===== config.mk =====
export PLATFORM = sky130hd
export DESIGN_NAME = sw_bcast_rx_flat
export DESIGN_NICKNAME = d
export VERILOG_FILES = /design/src/rtl/sw_bcast_rx_if.sv /design/src/rtl/sw_bcast_rx.sv /design/src/flat_wrapper.sv
export SDC_FILE = /design/constraint.sdc
export NUM_CORES = 1
export LEC_CHECK = 0
export ABC_CLOCK_PERIOD_IN_PS = 11820
export BUFFER_PORTS_ARGS = -buffer_cell sky130_fd_sc_hd__clkbuf_2
export CAP_MARGIN = 20
export CORE_MARGIN = 4
export CORE_UTILIZATION = 54
export CTS_CLUSTER_SIZE = 20
export DETAILED_ROUTE_END_ITERATION = 8
export PLACE_DENSITY = 0.75
export SYNTH_ARGS = -nofsm -noshare
export SYNTH_HDL_FRONTEND = slang
export SYNTH_SLANG_ARGS = --single-unit

===== constraint.sdc =====
create_clock -name clk -period 11.82 [get_ports clk]
set_clock_uncertainty 0.05 [all_clocks]
set_input_delay 1.773 -clock clk [delete_from_list [all_inputs] [get_ports clk]]
set_output_delay 1.773 -clock clk [all_outputs]
set_load 0.01 [all_outputs]

===== src/rtl/sw_bcast_rx_if.sv =====
// Bundle of broadcast/local store inputs, memory write port, forwarding and status
// signals for the child-core store broadcast receiver.
interface sw_bcast_rx_if #(
  parameter int unsigned ADDR_W = 15,
  parameter int unsigned DATA_W = 32,
  parameter int unsigned DEPTH  = 4
);
  localparam int unsigned CNT_W = $clog2(DEPTH) + 1;

  logic              bc_valid;
  logic [ADDR_W-1:0] bc_addr;
  logic [DATA_W-1:0] bc_data;
  logic              local_we;
  logic [ADDR_W-1:0] local_addr;
  logic [DATA_W-1:0] local_data;
  logic              mem_we;
  logic [ADDR_W-1:0] mem_addr;
  logic [DATA_W-1:0] mem_din;
  logic [ADDR_W-1:0] ld_addr;
  logic              fwd_hit;
  logic [DATA_W-1:0] fwd_data;
  logic [CNT_W-1:0]  count;
  logic              drain_empty;
  logic              overflow;

  modport master (
    output bc_valid, bc_addr, bc_data, local_we, local_addr, local_data, ld_addr,
    input  mem_we, mem_addr, mem_din, fwd_hit, fwd_data, count, drain_empty, overflow
  );

  modport slave (
    input  bc_valid, bc_addr, bc_data, local_we, local_addr, local_data, ld_addr,
    output mem_we, mem_addr, mem_din, fwd_hit, fwd_data, count, drain_empty, overflow
  );
endinterface


===== src/rtl/sw_bcast_rx.sv =====
// Child-core store broadcast receiver: arbitrates local stores vs. broadcasts onto the
// data memory write port, buffers losing broadcasts in a FIFO and forwards pending data.
module sw_bcast_rx #(
  parameter int unsigned ADDR_W = 15,
  parameter int unsigned DATA_W = 32,
  parameter int unsigned DEPTH  = 4
) (
  input logic         clk,
  input logic         reset,
  sw_bcast_rx_if.slave bus
);
  localparam int unsigned PTR_W = $clog2(DEPTH);
  localparam int unsigned CNT_W = PTR_W + 1;

  logic [ADDR_W-1:0] fifo_addr_q [DEPTH];
  logic [DATA_W-1:0] fifo_data_q [DEPTH];
  logic [PTR_W-1:0]  rd_ptr_q, wr_ptr_q;
  logic [CNT_W-1:0]  count_q;
  logic              overflow_q;
  logic              jw_valid_q;
  logic [ADDR_W-1:0] jw_addr_q;
  logic [DATA_W-1:0] jw_data_q;

  logic              empty, full, pop, bypass, push_req, push, drop;
  logic              mem_we;
  logic [ADDR_W-1:0] mem_addr;
  logic [DATA_W-1:0] mem_din;
  logic              fifo_hit;
  logic [DATA_W-1:0] fifo_fwd;
  logic [PTR_W-1:0]  idx;
  logic              fwd_hit;
  logic [DATA_W-1:0] fwd_data;

  always_comb begin
    empty    = (count_q == '0);
    full     = (count_q == CNT_W'(DEPTH));
    pop      = !reset && !bus.local_we && !empty;
    bypass   = !reset && !bus.local_we && empty && bus.bc_valid;
    push_req = !reset && bus.bc_valid && !bypass;
    // A same-cycle pop frees the slot the push needs.
    push     = push_req && (!full || pop);
    drop     = push_req && full && !pop;

    mem_we   = 1'b0;
    mem_addr = '0;
    mem_din  = '0;
    if (!reset) begin
      if (bus.local_we) begin
        mem_we   = 1'b1;
        mem_addr = bus.local_addr;
        mem_din  = bus.local_data;
      end else if (!empty) begin
        mem_we   = 1'b1;
        mem_addr = fifo_addr_q[rd_ptr_q];
        mem_din  = fifo_data_q[rd_ptr_q];
      end else if (bus.bc_valid) begin
        mem_we   = 1'b1;
        mem_addr = bus.bc_addr;
        mem_din  = bus.bc_data;
      end
    end
  end

  // Walk oldest to youngest so the youngest matching entry wins.
  always_comb begin
    fifo_hit = 1'b0;
    fifo_fwd = '0;
    idx      = '0;
    for (int unsigned i = 0; i < DEPTH; i++) begin
      idx = rd_ptr_q + PTR_W'(i);
      if (CNT_W'(i) < count_q && fifo_addr_q[idx] == bus.ld_addr) begin
        fifo_hit = 1'b1;
        fifo_fwd = fifo_data_q[idx];
      end
    end

    fwd_hit  = 1'b0;
    fwd_data = '0;
    if (!reset) begin
      if (fifo_hit) begin
        fwd_hit  = 1'b1;
        fwd_data = fifo_fwd;
      end else if (mem_we && mem_addr == bus.ld_addr) begin
        fwd_hit  = 1'b1;
        fwd_data = mem_din;
      end else if (jw_valid_q && jw_addr_q == bus.ld_addr) begin
        fwd_hit  = 1'b1;
        fwd_data = jw_data_q;
      end
    end
  end

  always_ff @(posedge clk) begin
    if (reset) begin
      rd_ptr_q   <= '0;
      wr_ptr_q   <= '0;
      count_q    <= '0;
      overflow_q <= 1'b0;
      jw_valid_q <= 1'b0;
    end else begin
      if (push) begin
        fifo_addr_q[wr_ptr_q] <= bus.bc_addr;
        fifo_data_q[wr_ptr_q] <= bus.bc_data;
        wr_ptr_q              <= wr_ptr_q + 1'b1;
      end
      if (pop) begin
        rd_ptr_q <= rd_ptr_q + 1'b1;
      end
      if (push && !pop) begin
        count_q <= count_q + 1'b1;
      end else if (pop && !push) begin
        count_q <= count_q - 1'b1;
      end
      if (drop) begin
        overflow_q <= 1'b1;
      end
      jw_valid_q <= mem_we;
      if (mem_we) begin
        jw_addr_q <= mem_addr;
        jw_data_q <= mem_din;
      end
    end
  end

  assign bus.mem_we      = mem_we;
  assign bus.mem_addr    = mem_addr;
  assign bus.mem_din     = mem_din;
  assign bus.fwd_hit     = fwd_hit;
  assign bus.fwd_data    = fwd_data;
  assign bus.count       = count_q;
  assign bus.drain_empty = empty && !mem_we;
  assign bus.overflow    = overflow_q;
endmodule


===== src/flat_wrapper.sv =====
// flat-port wrapper written by rule: the top's interface ports become plain ports
module sw_bcast_rx_flat 
#(
  parameter int unsigned ADDR_W = 15,
  parameter int unsigned DATA_W = 32,
  parameter int unsigned DEPTH  = 4
)
  (clk, reset, bus_bc_valid, bus_bc_addr, bus_bc_data, bus_local_we, bus_local_addr, bus_local_data, bus_ld_addr, bus_mem_we, bus_mem_addr, bus_mem_din, bus_fwd_hit, bus_fwd_data, bus_count, bus_drain_empty, bus_overflow);
  sw_bcast_rx_if #(.ADDR_W(ADDR_W), .DATA_W(DATA_W), .DEPTH(DEPTH)) bus_i ();
  input logic clk;
  input logic reset;
  input wire logic [$bits(bus_i.bc_valid)-1:0] bus_bc_valid;
  input wire logic [$bits(bus_i.bc_addr)-1:0] bus_bc_addr;
  input wire logic [$bits(bus_i.bc_data)-1:0] bus_bc_data;
  input wire logic [$bits(bus_i.local_we)-1:0] bus_local_we;
  input wire logic [$bits(bus_i.local_addr)-1:0] bus_local_addr;
  input wire logic [$bits(bus_i.local_data)-1:0] bus_local_data;
  input wire logic [$bits(bus_i.ld_addr)-1:0] bus_ld_addr;
  output wire logic [$bits(bus_i.mem_we)-1:0] bus_mem_we;
  output wire logic [$bits(bus_i.mem_addr)-1:0] bus_mem_addr;
  output wire logic [$bits(bus_i.mem_din)-1:0] bus_mem_din;
  output wire logic [$bits(bus_i.fwd_hit)-1:0] bus_fwd_hit;
  output wire logic [$bits(bus_i.fwd_data)-1:0] bus_fwd_data;
  output wire logic [$bits(bus_i.count)-1:0] bus_count;
  output wire logic [$bits(bus_i.drain_empty)-1:0] bus_drain_empty;
  output wire logic [$bits(bus_i.overflow)-1:0] bus_overflow;
  assign bus_i.bc_valid = bus_bc_valid;
  assign bus_i.bc_addr = bus_bc_addr;
  assign bus_i.bc_data = bus_bc_data;
  assign bus_i.local_we = bus_local_we;
  assign bus_i.local_addr = bus_local_addr;
  assign bus_i.local_data = bus_local_data;
  assign bus_i.ld_addr = bus_ld_addr;
  assign bus_mem_we = bus_i.mem_we;
  assign bus_mem_addr = bus_i.mem_addr;
  assign bus_mem_din = bus_i.mem_din;
  assign bus_fwd_hit = bus_i.fwd_hit;
  assign bus_fwd_data = bus_i.fwd_data;
  assign bus_count = bus_i.count;
  assign bus_drain_empty = bus_i.drain_empty;
  assign bus_overflow = bus_i.overflow;
  sw_bcast_rx #(.ADDR_W(ADDR_W), .DATA_W(DATA_W), .DEPTH(DEPTH)) u_core (.clk(clk), .reset(reset), .bus(bus_i));
endmodule

# After elaboration in Yosys (flattened, before gate mapping)
# Memories as Yosys holds them, arrays and structs flattened. A register that Yosys moved wholly into a read port is not among the register bits.
# Cells that the tools add are included.
# word_totals
reg_bits,56
latchBits,0
ramBits,188
rom_bits,0
input_bits,113
output_inout_bits,86
wordCells,94
mem_count,2
# op_classes
add_sub_neg,6
multipliers,0
div,0
magnitude_cmp,4
eq_ne,7
n_shift,0
n_mux,37
n_bitwise,1
reduce_logical,30
# mem_list
name,words,width,rd,rd_ports_with_merged_regs,write_ports,line_no,source
u_core.fifo_data_q,4,32,4,1,1,sw_bcast_rx.sv:16,logic [DATA_W-1:0] fifo_data_q [DEPTH];
u_core.fifo_addr_q,4,15,4,1,1,sw_bcast_rx.sv:15,logic [ADDR_W-1:0] fifo_addr_q [DEPTH];
# op_table
cell,count
two-way mux 32 bit,12
== test 15 bit,6
two-way mux 15 bit,4
logical AND 1 bit,18
two-way mux 1 bit,15
logical NOT 1 bit,8
two-way mux 2 bit,4
"< comparator 1 x 3 -> 1 bit, first input constant",2
"< comparator 2 x 3 -> 1 bit, first input constant",2
two-way mux 3 bit,2
"adder 2 x 1 -> 2 bit, second input constant",2
"adder 2 bit, second input constant",2
"adder 3 x 1 -> 3 bit, second input constant",1
"== test 3 bit, second input constant",1
logical NOT 3 bit,1
"subtractor 3 x 1 -> 3 bit, second input constant",1
AND reduction 2 bit,1
nonzero test 2 bit,1
logical OR 1 bit,1
NOT 1 bit,1

# Depth between registers and ports, before layout
# logic_depth
depth_word,11
ltp_mapped,15
depth_no_buf,11

# Worst setup path after synthesis
# Ideal clock, no wire load.
# synth_path
path_type,in2out
start,in bus_local_we
end,out bus_fwd_data[10]
arrival_time_ns,6.571
required_time_ns,9.997
path_slack_ns,3.426
cell_stages,11
n_path_buf,3
path_cell_list,clkbuf_1 > clkbuf_1 > nor2_1 > a21oi_1 > nand2_1 > a211o_1 > a2111oi_2 > nand3_2 > buf_4 > mux2i_1 > a32oi_1
# synth_between
word_cells_on_any_way,11
classes_between,eq/ne (1); mux (9); reduce/logical (1)
# synth_rtl
item,line_no,source
start: declaration,flat_wrapper.sv:15,input wire logic [$bits(bus_i.local_we)-1:0] bus_local_we;
two-way mux 1 bit,sw_bcast_rx.sv:48,if (bus.local_we) begin
two-way mux 1 bit,sw_bcast_rx.sv:47,if (!reset) begin
named net bus_mem_we,flat_wrapper.sv:19,output wire logic [$bits(bus_i.mem_we)-1:0] bus_mem_we;
logical AND 1 bit,sw_bcast_rx.sv:83,end else if (mem_we && mem_addr == bus.ld_addr) begin
two-way mux 32 bit,sw_bcast_rx.sv:83,
two-way mux 32 bit,sw_bcast_rx.sv:80,if (fifo_hit) begin
two-way mux 32 bit,sw_bcast_rx.sv:79,if (!reset) begin
end: declaration,flat_wrapper.sv:23,output wire logic [$bits(bus_i.fwd_data)-1:0] bus_fwd_data;
# The timed path passes the listed nets, and every way through them passes these cells.

# Final worst setup path
# layout_path
start,reg u_core.rd_ptr_q[0]
end,out bus_fwd_data[5]
# layout_between
elab_chain_len,9
word_cells_on_any_way,19
classes_between,add/sub (3); eq/ne (3); mux (8); reduce/logical (3); memory (2)
# layout_lines
item,line_no,source
start: declaration,sw_bcast_rx.sv:17,"logic [PTR_W-1:0] rd_ptr_q, wr_ptr_q;"
start signal: assignment,sw_bcast_rx.sv:107,rd_ptr_q <= rd_ptr_q + 1'b1;
adder 2 x 1 -> 2 bit,sw_bcast_rx.sv:70,idx = rd_ptr_q + PTR_W'(i);
memory (4 x 15 bit),--,
== test 15 bit,sw_bcast_rx.sv:71,if (CNT_W'(i) < count_q && fifo_addr_q[idx] == bus.ld_addr) begin
logical AND 1 bit,sw_bcast_rx.sv:71,
two-way mux 32 bit or two-way mux 1 bit (tied branches) (3 in a row),sw_bcast_rx.sv:71,
two-way mux 32 bit (*),sw_bcast_rx.sv:80,
two-way mux 32 bit (*),sw_bcast_rx.sv:79,
# Mark *: on every way between the ends. The rest lies on a longest branch, timed or not.

==> metrics.md <==
| Metric | Value |
|---|---|
| Status | `finished clean` |
| RD Place Congestion | `0.9426` |
| Drt first pass iters | `6` |
| Dominant cell type by area after synthesis | `edfxtp_1` |
| Resized Gates After CTS | `0` |
| Final Hold Vio Count | `0` |
| Hold Crit Start | `u_core.bus.overflow$_SDFFE_PP0P_` |
| Layout Nets | `1,593` |
| WS Path Type | `reg -> out` |
| Dpl cell area | `17,900 um^2` |
| Post-DRT Antenna Nets | `0` |
| First-pass GRT wire length | `75,720 um` |
| Clock Path Buffers | `3` |
| Max Slew Vio Count | `0` |
| Synthesized cell area | `16,840 um^2` |
| Post-route minimum period | `8.218 ns` |
| R2R Path Start | `u_core.bus.count[0]$_SDFFE_PP0P_` |
| Peak supply drop | `0.1066 mV` |
| Die area | `34,080 um^2` |
| Final setup violating endpoints | `0` |
| Hold Crit Class | `reg -> reg` |
| Max_slew headroom | `18.62%` |
| Die width | `184.6 um` |
| Post-Synth Simple-Gate Area | `11.92%` |
| Final Cell Area | `18,830 um^2` |
| Max incr delay on CP | `0.86 ns` |
| Synth Area in Compound Gates | `8.306%` |
| Tot Pwr | `3.383 mW` |
| Area fraction of the dominant cell type after synthesis | `41.90%` |
| Total routed wirelength | `50,430 um` |
| Dpl ws | `4.297 ns` |
| Startpoint types | `flip-flop` |
| Synth Register Bits | `246` |
| Async SR Flop Fraction | `0%` |
| Final Cycle Share | `69.53%` |
| Post-Syn Nets | `1,475` |
| Pin count of the biggest net entering global routing | `90` |
| Max cap viols | `0` |
| DRT iter0 DRCs | `1,721` |
| Routed WL per cell | `26.67 um` |
| Initial antenna violation count | `4` |
| Die height | `184.6 um` |
| Main area contributors after synthesis | `edfxtp_1 (42%), mux4_2 (21%), mux2i_1 (5.6%)` |
| Fmax | `121.7 MHz` |
| Yosys warning total | `0` |
| Commonest non-fill, non-tap cells in the layout | `edfxtp_1 (235), clkbuf_2 (197), mux4_2 (158)` |
| Syn Inst Count | `1,353` |
| Initial Utilization | `54.91%` |
| Post-Synth XOR/XNOR Area | `4.264%` |
| EDFF count, synth | `235` |
| CTS Hold Bufs | `0` |
| Vias per cell | `6.940` |
| Data arrival, critical path | `6.40 ns` |
| Netlist cell types | `64` |
| I/O Buffers | `198` |
| Slowest CP cell | `dfxtp_4` |
| DPL Wire Length | `33,030 um` |
| H-tree depth | `1` |
| Crit. End Element | `output port` |
| Vias in the first global route | `12,790` |
| # DRC | `0` |
| Final WS setup | `3.602 ns` |
| Layout cells sized above 1 | `30.03%` |
| Mux share of post-synthesis cell area | `27.21%` |
| Row cnt | `64` |
| TNS Setup | `0 ns` |
| Unrepaired setup endpoints after global routing | `false` |
| Syn Area/Cell | `12.45 um^2` |
| Via count of the routed design | `13,120` |
| Critical path origin | `u_core.rd_ptr_q[0]$_SDFFE_PP0P_` |
| CP cell instances | `buf_4 > mux4_4 > xnor2_1 > nand2_1 > a2111oi_2 > and4_4 > o21bai_4 > buf_4 > or3_1 > nand2_1 > buf_4 > a32oi_1 > clkbuf_2` |
| Slew @ Worst Pin | `1.190 ns` |
| CTS tree | `done` |
| Most common cell after layout, fill and taps aside | `edfxtp_1` |
| Gr ovfl total | `0` |
| Worst Path Required | `10.00 ns` |
| Pwr per Cell Area | `179.7 nW/um^2` |
| Post-synth top flop | `edfxtp_1` |
| # IOs | `199` |
| GRT Total Usage | `28.89%` |
| Clk root buf | `clkbuf_16` |
| Syn-to-layout area delta | `11.80%` |
| CP dominant cell by count | `buf_4` |
| LEAKAGE | `6.339 nW` |
| Core area | `30,670 um^2` |
| Crit-path max FO | `52` |
| Synthesized-area fraction occupied by adder cells | `0.6686%` |
| Main combinational cell family by area after synthesis | `multiplexers` |
| Seq/Total Area, Yosys | `43.21%` |
| Post-CTS Setup Inserts | `0` |
| Worst-Skew Late Latency | `0.56 ns` |
| Clock sinks | `246` |
| Fin util | `61.39%` |
| Clock transition at path regs | `0.06 ns` |
| Num CTS Buffers | `27` |
[path summary, 6_finish.rpt]
kind                                                         end  slack (ns)  cells after the start
worst max-delay path                             bus_fwd_data[5]        3.60                     13
worst min-delay path            u_core.bus.overflow$_SDFFE_PP0P_        0.51                      2
worst max register to register  u_core.bus.count[2]$_SDFFE_PP0P_        8.42                      9
worst min register to register  u_core.bus.overflow$_SDFFE_PP0P_        0.51                      2
[metrics by stage]
step,hold slack [ns],std cells
after floorplan,0.4606,1353
after global placement,0.4765,1837
after detailed placement,0.4731,1838
after CTS,0.5003,1888
after global routing,0.5699,1890
final,0.5130,1891
[cell families (layout without fill, tap and decap cells)]
kind of cell | Yosys count | in the layout
XOR/XNOR | 82 | 82
other | 0 | 3
flip-flops | 246 | 246
multiplexers | 257 | 257
adder cells (fa/ha/maj) | 9 | 9
AND/OR/NAND/NOR | 394 | 394
buffers and inverters | 157 | 296
AO/OA/AOI/OAI | 208 | 208
[sequential cells by signal, summed over array words and instances (netlist names), named ones only]
signal / count
u_core.fifo_data_q: 128
u_core.fifo_addr_q: 60
u_core.jw_data_q: 32
u_core.jw_addr_q: 15
u_core.bus.count: 3
u_core.rd_ptr_q: 2
u_core.wr_ptr_q: 2
u_core.bus.overflow: 1
u_core.jw_valid_q: 1
[where the power goes]
part,switching [mW],internal (mW),leakage (nW),total [mW]
registers,0.114,1.05,2.26,1.17
clock network,0.358,0.518,0.443,0.876
logic,0.744,0.598,3.63,1.34
[worst max-delay path: cells and delay by family (launching register included)]
kind,cells,cell delay (ns)
flops,1,0.86
simple gates,4,1.30
buf+inv,4,1.78
xor+xnor,1,0.29
compound gates,3,0.75
mux,1,0.74
[layer usage]
metal | part of all wire (%) | wire length [um] | vias to the layer above | track usage [%]
met2 | 48 | 24020 | 884 | 46.69
met3 | 11 | 5336 | 131 | 6.454
met4 | 3.6 | 1811 | 4 | 9.465
li1 | - | - | 5579 | -
met5 | 0.044 | 22 | - | 0
met1 | 38 | 19240 | 6526 | 39.32
[Yosys cell counts, types with 13 or more instances]
cell type  instances
nor2b_1           35
buf_1             14
a32oi_1           33
clkbuf_1          67
buf_2             30
mux4_2           158
nand2_1           83
mux2i_1           95
a21oi_1          114
nor3_1            40
nand3_1           36
xnor2_1           73
nor2_1            95
buf_4             13
or4_1             35
inv_1             25
and2_1            36
edfxtp_1         235
[final cells by class]
cell class	instances	area, um^2
clock buffer	34	711.9
clock inverter	16	207.7
fill	2350	11840
timing repair buffer	221	1164
inverter	25	93.84
multi-input combinational	950	8856
tap	396	495.5
antenna	3	7.507
sequential	246	7292
Note: power is estimated with default switching activity, not from simulation.
